[src/rtl/fe_pkg.sv]
// Shared front-end definitions for the RV32I multi-cycle core: control FSM
// encoding, opcode map, datapath mux select enums and timer sizing.
package fe_pkg;

    localparam int MEM_WAIT_CNT_WIDTH = 8;

    typedef logic [2:0] RV32I_CONTROL_UNIT_FSM_t;
    localparam RV32I_CONTROL_UNIT_FSM_t FETCH_S1     = 3'd0;
    localparam RV32I_CONTROL_UNIT_FSM_t DECODE_S2    = 3'd1;
    localparam RV32I_CONTROL_UNIT_FSM_t EXECUTE_S3   = 3'd2;
    localparam RV32I_CONTROL_UNIT_FSM_t MEM_S4       = 3'd3;
    localparam RV32I_CONTROL_UNIT_FSM_t WRITEBACK_S5 = 3'd4;
    localparam RV32I_CONTROL_UNIT_FSM_t HALT_S6      = 3'd5;

    typedef enum logic [6:0] {
        R_TYPE       = 7'b0110011,
        I_TYPE       = 7'b0010011,
        I_LOAD_TYPE  = 7'b0000011,
        S_TYPE       = 7'b0100011,
        B_TYPE       = 7'b1100011,
        J_JAL_TYPE   = 7'b1101111,
        I_JALR_TYPE  = 7'b1100111,
        U_LUI_TYPE   = 7'b0110111,
        U_AUIPC_TYPE = 7'b0010111,
        I_ENV_TYPE   = 7'b1110011
    } RV32I_OPCODE_t;

    typedef enum logic [1:0] {
        PC_SRC_PLUS4 = 2'd0,
        PC_SRC_IMM   = 2'd1,
        PC_SRC_ALU   = 2'd2
    } pc_src_e;

    typedef enum logic [1:0] {
        WB_SEL_ALU = 2'd0,
        WB_SEL_MEM = 2'd1,
        WB_SEL_PC4 = 2'd2
    } wb_sel_e;

    typedef enum logic [1:0] {
        ALU_A_RS1  = 2'd0,
        ALU_A_PC   = 2'd1,
        ALU_A_ZERO = 2'd2
    } alu_src_a_e;

    function automatic logic is_legal_opcode(input logic [6:0] op);
        case (op)
            R_TYPE, I_TYPE, I_LOAD_TYPE, S_TYPE, B_TYPE, J_JAL_TYPE,
            I_JALR_TYPE, U_LUI_TYPE, U_AUIPC_TYPE, I_ENV_TYPE: return 1'b1;
            default: return 1'b0;
        endcase
    endfunction

endpackage

[src/rtl/rv32i_mem_wait_timer.sv]
// Counts consecutive unacknowledged memory cycles; expired_o flags the cycle
// that would be the MEM_WAIT_MAX-th consecutive wait.
module rv32i_mem_wait_timer
    import fe_pkg::*;
#(
    parameter int MEM_WAIT_MAX = 15
) (
    input  logic clk,
    input  logic rst_n,
    input  logic clr_i,
    input  logic en_i,
    output logic expired_o
);

    localparam logic [MEM_WAIT_CNT_WIDTH-1:0] LAST_WAIT = MEM_WAIT_CNT_WIDTH'(MEM_WAIT_MAX - 1);

    logic [MEM_WAIT_CNT_WIDTH-1:0] cnt_q, cnt_d;

    always_comb begin
        cnt_d = cnt_q;
        if (clr_i) begin
            cnt_d = '0;
        end else if (en_i) begin
            cnt_d = cnt_q + 1'b1;
        end
    end

    assign expired_o = en_i && (cnt_q == LAST_WAIT);

    always_ff @(posedge clk or negedge rst_n) begin
        if (!rst_n) begin
            cnt_q <= '0;
        end else begin
            cnt_q <= cnt_d;
        end
    end

endmodule

[src/rtl/rv32i_multicycle_ctrl.sv]
// RV32I multi-cycle control FSM (FETCH/DECODE/EXECUTE/MEM/WRITEBACK/HALT).
// Define RV32I_ENV_HALT_EN to make ECALL/EBREAK halt the core instead of NOP.
module rv32i_multicycle_ctrl
    import fe_pkg::*;
#(
    parameter int MEM_WAIT_MAX = 15
) (
    input  logic       clk,
    input  logic       rst_n,
    input  logic [6:0] opcode,
    input  logic       branch_taken,
    input  logic       mem_ready,
    output logic       mem_req,
    output logic       mem_we,
    output logic       mem_sel_instr,
    output logic       ir_we,
    output logic       pc_we,
    output logic [1:0] pc_src,
    output logic       rf_we,
    output logic [1:0] wb_sel,
    output logic [1:0] alu_src_a,
    output logic       alu_src_b,
    output logic [2:0] state,
    output logic       illegal,
    output logic       mem_err,
    output logic       halt
);

    RV32I_CONTROL_UNIT_FSM_t state_q, state_d;
    logic armed_q;
    logic illegal_q, illegal_d;
    logic mem_err_q, mem_err_d;
    logic wait_en, expired;
    logic [1:0] op_a_sel;
    logic op_b_sel;
    logic is_store;

    assign is_store = (opcode == S_TYPE);

    always_comb begin
        op_a_sel = ALU_A_RS1;
        op_b_sel = 1'b0;
        case (opcode)
            I_TYPE, I_LOAD_TYPE, S_TYPE, I_JALR_TYPE: op_b_sel = 1'b1;
            U_AUIPC_TYPE: begin
                op_a_sel = ALU_A_PC;
                op_b_sel = 1'b1;
            end
            U_LUI_TYPE: begin
                op_a_sel = ALU_A_ZERO;
                op_b_sel = 1'b1;
            end
            default: ;
        endcase
    end

    always_comb begin
        state_d       = state_q;
        illegal_d     = illegal_q;
        mem_err_d     = mem_err_q;
        wait_en       = 1'b0;
        mem_req       = 1'b0;
        mem_we        = 1'b0;
        mem_sel_instr = 1'b0;
        ir_we         = 1'b0;
        pc_we         = 1'b0;
        pc_src        = PC_SRC_PLUS4;
        rf_we         = 1'b0;
        wb_sel        = WB_SEL_ALU;
        alu_src_a     = ALU_A_RS1;
        alu_src_b     = 1'b0;
        halt          = 1'b0;
        case (state_q)
            FETCH_S1: begin
                // Fetch stays quiet for the first cycle after reset release.
                if (armed_q) begin
                    mem_req       = 1'b1;
                    mem_sel_instr = 1'b1;
                    wait_en       = !mem_ready;
                    if (mem_ready) begin
                        ir_we   = 1'b1;
                        state_d = DECODE_S2;
                    end else if (expired) begin
                        mem_err_d = 1'b1;
                        state_d   = HALT_S6;
                    end
                end
            end
            DECODE_S2: begin
                if (is_legal_opcode(opcode)) begin
                    state_d = EXECUTE_S3;
                end else begin
                    illegal_d = 1'b1;
                    pc_we     = 1'b1;
                    state_d   = FETCH_S1;
                end
            end
            EXECUTE_S3: begin
                alu_src_a = op_a_sel;
                alu_src_b = op_b_sel;
                case (opcode)
                    I_LOAD_TYPE, S_TYPE: state_d = MEM_S4;
                    B_TYPE: begin
                        pc_we   = 1'b1;
                        pc_src  = branch_taken ? PC_SRC_IMM : PC_SRC_PLUS4;
                        state_d = FETCH_S1;
                    end
                    I_ENV_TYPE: begin
`ifdef RV32I_ENV_HALT_EN
                        state_d = HALT_S6;
`else
                        pc_we   = 1'b1;
                        state_d = FETCH_S1;
`endif
                    end
                    default: state_d = WRITEBACK_S5;
                endcase
            end
            MEM_S4: begin
                // Operands stay selected so the ALU keeps presenting the address.
                alu_src_a = op_a_sel;
                alu_src_b = op_b_sel;
                mem_req   = 1'b1;
                mem_we    = is_store;
                wait_en   = !mem_ready;
                if (mem_ready) begin
                    if (is_store) begin
                        pc_we   = 1'b1;
                        state_d = FETCH_S1;
                    end else begin
                        state_d = WRITEBACK_S5;
                    end
                end else if (expired) begin
                    mem_err_d = 1'b1;
                    state_d   = HALT_S6;
                end
            end
            WRITEBACK_S5: begin
                alu_src_a = op_a_sel;
                alu_src_b = op_b_sel;
                rf_we     = 1'b1;
                pc_we     = 1'b1;
                state_d   = FETCH_S1;
                case (opcode)
                    I_LOAD_TYPE: wb_sel = WB_SEL_MEM;
                    J_JAL_TYPE: begin
                        wb_sel = WB_SEL_PC4;
                        pc_src = PC_SRC_IMM;
                    end
                    I_JALR_TYPE: begin
                        wb_sel = WB_SEL_PC4;
                        pc_src = PC_SRC_ALU;
                    end
                    default: ;
                endcase
            end
            HALT_S6: halt = 1'b1;
            default: state_d = FETCH_S1;
        endcase
    end

    rv32i_mem_wait_timer #(
        .MEM_WAIT_MAX(MEM_WAIT_MAX)
    ) u_wait_timer (
        .clk      (clk),
        .rst_n    (rst_n),
        .clr_i    (state_d != state_q),
        .en_i     (wait_en),
        .expired_o(expired)
    );

    always_ff @(posedge clk or negedge rst_n) begin
        if (!rst_n) begin
            state_q   <= FETCH_S1;
            armed_q   <= 1'b0;
            illegal_q <= 1'b0;
            mem_err_q <= 1'b0;
        end else begin
            state_q   <= state_d;
            armed_q   <= 1'b1;
            illegal_q <= illegal_d;
            mem_err_q <= mem_err_d;
        end
    end

    assign state   = state_q;
    assign illegal = illegal_q;
    assign mem_err = mem_err_q;

endmodule

[config.mk]
export PLATFORM = sky130hd
export DESIGN_NAME = rv32i_multicycle_ctrl
export DESIGN_NICKNAME = d
export VERILOG_FILES = /design/src/rtl/fe_pkg.sv /design/src/rtl/rv32i_mem_wait_timer.sv /design/src/rtl/rv32i_multicycle_ctrl.sv
export SDC_FILE = /design/constraint.sdc
export NUM_CORES = 1
export LEC_CHECK = 0
export ABC_AREA = 1
export CORE_MARGIN = 8
export CORE_UTILIZATION = 44
export DETAILED_ROUTE_END_ITERATION = 10
export GPL_TIMING_DRIVEN = 0
export PLACE_DENSITY = 0.76
export SYNTH_ARGS = -nofsm -noshare
export SYNTH_HDL_FRONTEND = slang
export SYNTH_SLANG_ARGS = --single-unit
[constraint.sdc]
create_clock -name clk -period 1.51 [get_ports clk]
set_input_delay 0.302 -clock clk [delete_from_list [all_inputs] [get_ports clk]]
set_output_delay 0.302 -clock clk [all_outputs]
set_load 0.03 [all_outputs]
==> results.cfg, run 1 <==
[critical_path]
critPathLaunch = state[2]$_DFF_PN0_
worstPathMaxFanout = 4
worstPathArrival_ps = 1630
rrSetupSlack_ps = -360
cp_data_required_time_ps = 1210
criticalPathCategory = reg2out
crit_path_end_kind = primary output
r2r-end = u_wait_timer.cnt_q[6]$_DFFE_PN0P_
worstSetupStartpointType = flip-flop
endpoint = alu_src_a[0]
reg2reg_from = state[1]$_DFF_PN0_
reg2reg_depth = 13

[sta]
worstMarginPinSlew_ps = 625
fin_crit_ps = 1930
fmax_mhz = 519
min_period_over_period_pct = 128
drv_slew = 0
rsz0062_at_grt = true
worst_slack_ps = -418
fin_skew_ps = 3.98
slew_headroom_pct = 58.2
setup_viol = 23
hold_viol_final = 0

[synth]
synth_most_common_cell = nand2_1
yosys.area_share.simple_pct = 48.4
async_reset_ff_share_pct = 100
muxShareOfSynthArea_pct = 0
syn_nets = 178
synth_fa_ha_area_share_pct = 2.14
yosysSeqAreaShare_pct = 30.0
synth_top_family_by_area = simple AND/OR/NAND/NOR gates
yosysWarnings = 0
netlist_area_um2 = 1170
ys_top_cells_by_count = nand2_1, nor2_1, inv_1
syn_inst = 165
synth_area_leaders = dfrtp_1, nand2_1, nor2_1
avgSynthCellArea_um2 = 7.07
synth_area_leader_cell = dfrtp_1
synth_compound_area_share_pct = 4.50
synth_top_area_share_pct = 30.0
ys_ff_latch = 14
synth_top_flop_cell = dfrtp_1
synthDistinctLibCells = 27
synth_edf_count = 0
synthXorXnorAreaFrac_pct = 5.25

[clocking]
clkSinkCount = 14
cts-root-buf = clkbuf_4
cts_made_buffers = 3
htree_levels = 1
cts_hold_buf = 0
path_clk_slew_ps = 90
cts_tree = yes
clock_latency_ps = 290
clock_path_buffers = 2

[finish]
final_util_pct = 78.6
final_area_um2 = 1960
n_antenna_cell = 0
drive_above_1_share_pct = 52.0
regArea_um2 = 354
area_growth_pct = 68.3
fill_cells = 168
num-nets-final = 235
finalNonFillerCells = 251
multi_input_area_um2 = 932

[placed_design]
placed_cell_area_um2 = 1570
dp.cells = 223
place_ws_ps = -1210
dpl.hpwl_um = 2460
gp_congestion = 0.887
io_buffers = 28

[outcome]
outcome = complete, but fails checks
violations = negative setup slack

[global_route]
grt-ovfl-total = 0
antenna_found_initial = 0
grt_max_degree = 15
grt_pass1_vias = 1262
grt_pass1_wl_um = 5710
track_usage_pct = 16.0

[pwr]
powerDensity_nw_per_um2 = 528
power_w = 0.00104
total_leakage_power_nw = 0.930
ir_drop_mv = 0.470

[die]
pin_count = 30
die_h_um = 67.5
die_area_um2 = 4560
start_util_pct = 46.7
rows = 18
die_x_um = 67.5
fp.coreArea_um2 = 2500

[drt]
route.antenna.remaining_nets = 0
firstDrtPassIters = 4
drt_iter0_markers = 125
wl_per_cell_um = 15.1
viasPerCell = 5.16
drc = 0
vias = 1294
wl_um = 3790

[hold_path]
hold_path.class = in2async

[job]
cap_violations = 0
-- flip-flops by register name, indices dropped and copies added (netlist names) --
name                flops
armed_q                 1
illegal                 1
mem_err                 1
state                   3
u_wait_timer.cnt_q      8
-- per-layer routing --
layer / vias up / part of all wire [%] / GRT usage (%)
li1: 631 / - / -
met1: 618 / 41 / 18.4
met2: 37 / 52 / 28.2
met3: 8 / 4.8 / 4.47
met4: 0 / 1.6 / 4.44
met5: - / 0 / 0
-- worst min path at each step --
| stage | slack (ps) | end | cells past startpoint |
|---|---|---|---|
| floorplan | 6 | armed_q$_DFF_PN0_ | 0 |
| global route | 440 | armed_q$_DFF_PN0_ | 1 |
| detailed placement | 450 | mem_err$_DFFE_PN0P_ | 2 |
| CTS | 410 | u_wait_timer.cnt_q[5]$_DFFE_PN0P_ | 1 |
| global placement | 450 | mem_err$_DFFE_PN0P_ | 2 |
| finish | 400 | u_wait_timer.cnt_q[5]$_DFFE_PN0P_ | 1 |
-- cell families after synthesis --
family	count (synthesis)
AOI/OAI and AO/OA	9
DFF	14
xor gates and xnor gates	7
buffers and inverters	28
adders and majority gates	2
other	1
and+or+nand+nor	104
-- area by class of cell --
type	instances	area share [%]
multi-input cells	123	47.5
repair buffers	52	24.7
flip-flops and latches	14	18.0
inverters	27	5.67
well taps	30	1.91
clock buffers	4	1.85
plain buffers	1	0.382
-- critical path, cell delays in order (launching register included) --
cell and delay, ps:
dfrtp_2 480, inv_4 90, nand3_2 100, inv_2 110, nor3_4 60, or3_1 320, inv_2 60, buf_6 120
-- cell usage in the layout, fill, tap and decap left out, drive strengths merged, types with 5 or more instances in the layout --
cell type / count
nand3: 15
dlygate4sd2: 6
dfrtp: 14
buf: 42
nand4: 5
xor2: 7
nand2: 41
nor3: 11
nor2: 30
inv: 27
-- through the flow --
stage	TNS, ps	hold slack, ps
after floorplan	-1240	6.41
after global placement	-14960	450
after detailed placement	-16200	450
after CTS	-5930	407
after global routing	-8100	439
final	-6440	396
-- repair_timing --
item / in CTS / in global routing
setup endpoints to repair: 27 / 24
pin swaps: 9 / 5
gates resized for setup: 140 / 27
setup buffers: 16 / 8
-- power by group --
group	switching, W	internal [W]
clock	0.000129	0.000147
sequential	0.0000229	0.000389
combinational	0.000207	0.000143
(Power assumes the default switching activity.)
==> run 2, diff against run 1 <==
CORE_ASPECT_RATIO = 0.8   (was unset)
==> run 2 against run 1 <==
Against the previous run:
- via count up 11%
- clock-buffer cell count did not move
- hold slack worse by 1.1 ps
- maximum frequency shrank 1.8%
- largest cell class unchanged
- critical endpoint unchanged
- clock skew increased by 1.8 ps
- the run still ends with negative setup slack left
- sequential power about the same
- flip-flop and latch count is the same
- die area up 0.22%
==> results.cfg, run 2 (same netlist as run 1, synthesis figures left out) <==
[die]
pin_count = 30
die_area_um2 = 4570
die_h_um = 62.1
start_util_pct = 47.0
rows = 16
fp.coreArea_um2 = 2480
die_x_um = 73.6

[clocking]
cts-root-buf = clkbuf_4
cts_made_buffers = 3
path_clk_slew_ps = 90
clock_path_buffers = 2
clkSinkCount = 14
cts_tree = yes
clock_latency_ps = 290
htree_levels = 1

[global_route]
grt-ovfl-total = 0
track_usage_pct = 18.5
grt_pass1_wl_um = 6540
grt_pass1_vias = 1372
antenna_found_initial = 0
grt_max_degree = 15

[placed_design]
io_buffers = 28
place_ws_ps = -1200
gp_congestion = 0.901
dpl.hpwl_um = 2420
dp.cells = 229
placed_cell_area_um2 = 1570

[finish]
fill_cells = 176
final_area_um2 = 1900
n_antenna_cell = 0
final_cell_mix = nand2_1, buf_4, buf_6
drive_above_1_share_pct = 49.5
final_common_cell = nand2_1
largest_reg_flops = 8
final_util_pct = 76.5
num-nets-final = 234
area_growth_pct = 62.6
finalNonFillerCells = 256
top_register = u_wait_timer.cnt_q

[sta]
min_period_over_period_pct = 130
fin_crit_ps = 1960
hold_viol_final = 0
worstMarginPinSlew_ps = 642
worst_slack_ps = -454
slew_headroom_pct = 57.1
rsz0062_at_grt = true
fin_skew_ps = 5.83
fmax_mhz = 509
setup_viol = 24
drv_slew = 0

[critical_path]
reg2reg_depth = 11
cp_data_required_time_ps = 1210
criticalPathCategory = reg2out
rrSetupSlack_ps = -430
worstPathArrival_ps = 1660
worstSetupStartpointType = flip-flop
path_cells = nor2_4 -> nand2_4 -> inv_4 -> nor3_4 -> or3_4 -> inv_2 -> buf_6
critPathLaunch = state[1]$_DFF_PN0_
crit_slowest_cell = dfrtp_2
r2r-end = u_wait_timer.cnt_q[2]$_DFFE_PN0P_
crit_path_end_kind = primary output
reg2reg_from = state[1]$_DFF_PN0_
cpPeakStageDelay_ps = 480
worstPathMaxFanout = 6

[pwr]
clkPwrFrac_pct = 27.3
internal_power_w = 0.000674
switching_share_pct = 35.4
p_sw_w = 0.000369
seqPwrFrac_pct = 39.4
ir_drop_mv = 0.426
p_comb_share_pct = 33.3
powerDensity_nw_per_um2 = 550
total_leakage_power_nw = 0.924

[drt]
drc = 0
firstDrtPassIters = 4
route.antenna.remaining_nets = 0
vias = 1430
drt_iter0_markers = 180
viasPerCell = 5.59
wl_um = 4480
wl_per_cell_um = 17.5

[hold_path]
hold_path.class = in2async

[job]
cap_violations = 0

[outcome]
violations = negative setup slack
outcome = complete, but fails checks
-- run 2: cell types whose count changed in the layout (fill, tap and decap cells not counted), sizes merged --
cell / delta
clkbuf: +3
dlygate4sd2: +2
buf: -4
clkdlybuf4s15: -2
-- run 2: area by class of cell --
type	instances	area, µm²	share of cell area, %
multi-input cells	123	881	46.4
repair buffers	51	465	24.5
flip-flops and latches	14	354	18.7
inverters	27	109	5.73
well taps	36	45.0	2.37
clock buffers	4	36.3	1.91
plain buffers	1	7.51	0.396
-- run 2: how the worst max path moves through the flow --
stage / slack, ps / cells past startpoint / end
2_1_floorplan: -180 / 6 / alu_src_a[0]
3_3_place_gp: -1150 / 8 / alu_src_a[0]
3_5_place_dp: -1200 / 8 / alu_src_a[0]
4_1_cts: -380 / 6 / alu_src_a[0]
5_1_grt: -530 / 13 / u_wait_timer.cnt_q[2]$_DFFE_PN0P_
6_report: -450 / 7 / alu_src_a[0]
-- run 2: routing by layer --
layer	wire length, µm	up-vias	global-route usage [%]	share of wire (%)
li1	-	636	-	-
met1	1750	680	21.4	39
met2	2170	92	32.4	49
met3	397	22	5.61	8.9
met4	151	0	5.67	3.4
met5	0	-	0	0
-- run 2: per-stage QoR --
stage	TNS (ps)	power, W	hold WS (ps)
2_1_floorplan	-1240	0.000585	6.41
3_3_place_gp	-15740	0.000674	449
3_5_place_dp	-16770	0.000683	453
4_1_cts	-4900	0.00101	414
5_1_grt	-9250	0.00109	447
6_report	-7470	0.00104	395
-- run 2: critical path: cells and delay by family, from the launching register on --
| family | cells | cell delay [ps] |
|---|---|---|
| flip-flops | 1 | 480 |
| AND/OR/NAND/NOR | 4 | 600 |
| buffers and inverters | 3 | 270 |
-- run 2: power groups by stage --
| stage | clock network [W] | logic [W] | registers (W) |
|---|---|---|---|
| detailed placement | 0 | 0.000264 | 0.000419 |
| floorplan | 0 | 0.000165 | 0.000420 |
| finish | 0.000285 | 0.000347 | 0.000412 |
| global placement | 0 | 0.000257 | 0.000416 |
| global route | 0.000305 | 0.000370 | 0.000414 |
| CTS | 0.000285 | 0.000316 | 0.000411 |
-- run 2: what timing repair did --
action	CTS	global route
gates cloned	0	0
buffers inserted	19	7
setup endpoints to repair	28	26
hold buffers	0	0
resized for setup	126	19
pin swaps	9	6
==> run 3, diff against run 2 <==
CTS_CLUSTER_DIAMETER = 120   (was unset)
==> results of run 3 <==
Final layout, timing and power as in run 2 (identical DEF).
==> RTL edit: new RTL, flow settings as in run 1 <==
The package constant `MEM_WAIT_CNT_WIDTH` goes from 8 to 10.
--- a/src/rtl/fe_pkg.sv
+++ b/src/rtl/fe_pkg.sv
@@ -3,5 +3,5 @@
 package fe_pkg;
 
-    localparam int MEM_WAIT_CNT_WIDTH = 8;
+    localparam int MEM_WAIT_CNT_WIDTH = 10;
 
     typedef logic [2:0] RV32I_CONTROL_UNIT_FSM_t;
Check against the original RTL: same outputs for any inputs over 10 cycles, from zero or initial values and one cycle with rst_n low; that may be too few to reach the edited logic, so the function may still have changed.
==> RTL edit against run 1 <==
- cell area up 13%
- critical path type is now in -> out
- sequential cell count rose by 2
- via count increased by 16%
- wire length up 27%
- register-to-register slack got worse by 0.05 ns
- the run still ends with setup timing left
- non-clock buffer count rose by 8
- power up 6.1%
- global-route usage grew 1.2 points
- synthesized area is 6.3% higher
- worst setup slack worse by 0.070 ns
- largest power group unchanged
- sequential share of layout area is 0.15 points higher
==> RTL edit: results (changes against run 1) <==
Run status: complete, but fails checks (unchanged)
Failing checks: setup timing (unchanged)
Post-route setup TNS: -8.172 ns (was -6.439 ns)
Placed cell count: 235 (was 223)
Vias in the first global route: 1,438 (was 1,262)
Setup slack after layout: -0.4874 ns (was -0.4178 ns)
Layout cells sized above 1: 56.02% (was 52.04%)
Largest net degree at the start of global routing: 17 (was 15)
CP max stage delay: 0.37 ns (was 0.48 ns)
Leakage Power: 1.103 nW (was 0.9303 nW)
Met2 wire len: 2476 um (was 1988 um)
Main area contributors after synthesis: dfrtp_1 (32%), nand2_1 (11%), inv_1 (8.5%), nor2_1 (6.7%), nor2_2 (6.0%) (was dfrtp_1 (30%), nand2_1 (11%), nor2_1 (8.0%), nor3_2 (6.9%), inv_1 (6.8%))
PortBufs: 29 (was 28)
Routed met3 length: 356 um (was 182 um)
Final RePlAce weighted congestion: 0.8865 (was 0.8874)
Met2 usage: 29.71% (was 28.17%)
Place WS: -1.288 ns (was -1.207 ns)
Via count: 1,495 (was 1,294)
Syn_nets: 188 (was 178)
Post-CTS Setup Inserts: 24 (was 16)
Hpwl dp: 2527 um (was 2456 um)
M1 GR Usage: 20.55% (was 18.36%)
Slew @ Worst Pin: 0.7184 ns (was 0.6253 ns)
Max reg flops: 10 (was 8)
Fillers: 160 (was 168)
Most instantiated cells after synthesis: nand2_1 (37), inv_1 (28), nor2_1 (22) (was nand2_1 (35), nor2_1 (25), inv_1 (21))
Skew final: 0.01035 ns (was 0.003983 ns)
Final setup viols: 24 (was 23)
First-pass GRT wire length: 6996 um (was 5713 um)
Arr. time, crit path: 1.70 ns (was 1.63 ns)
-- RTL edit: cell types whose count changed in the layout (fill, tap and decap cells not counted), sizes merged, moves of 2 or more --
| cell | change |
|---|---|
| nor3 | -8 |
| nand2 | +7 |
| buf | +6 |
| nor2 | +5 |
| clkdlybuf4s15 | +4 |
| nand3 | -4 |
| clkinv | +2 |
| dfrtp | +2 |
| dlygate4sd2 | -2 |
| inv | +2 |
| nand4 | +2 |
| o21ai | +2 |
| xnor2 | +2 |
-- RTL edit: kinds of logic after synthesis --
kind of cell | Yosys count | share of synthesized area (%)
xor gates and xnor gates | 8 | 5.645
DFF | 16 | 32.26
AOI/OAI and AO/OA | 12 | 7.359
and+or+nand+nor | 105 | 43.04
buffers and inverters | 31 | 9.375
adders and majority gates | 2 | 2.016
other | 1 | 0.3021
-- RTL edit: path summary, 6_finish.rpt --
path | end | slack, ns | start | depth (start not counted)
worst max-delay path | pc_we | -0.49 | opcode[6] | 9
worst min-delay path | state[1] | 0.42 | rst_n | 1
worst max register to register | u_wait_timer.cnt_q[5] | -0.41 | state[1] | 13
worst min register to register | illegal | 0.49 | illegal | 2
max in group asynchronous | state[2] | 0.60 | rst_n | 1
min in group clk | illegal | 0.49 | illegal | 2
-- RTL edit: cell type report --
| cell class | count | area, um^2 | area share, % |
|---|---|---|---|
| clock buffers | 4 | 26.28 | 1.182 |
| inverters | 31 | 123.9 | 5.571 |
| multi-input cells | 129 | 1033 | 46.48 |
| flip-flops and latches | 16 | 404.1 | 18.18 |
| well taps | 31 | 38.79 | 1.745 |
| repair buffers | 61 | 596.8 | 26.84 |
-- RTL edit: power breakdown --
part,internal (mW),switching (mW)
clock network,0.103,0.149
registers,0.443,0.0196
logic,0.160,0.226
total,0.706,0.395
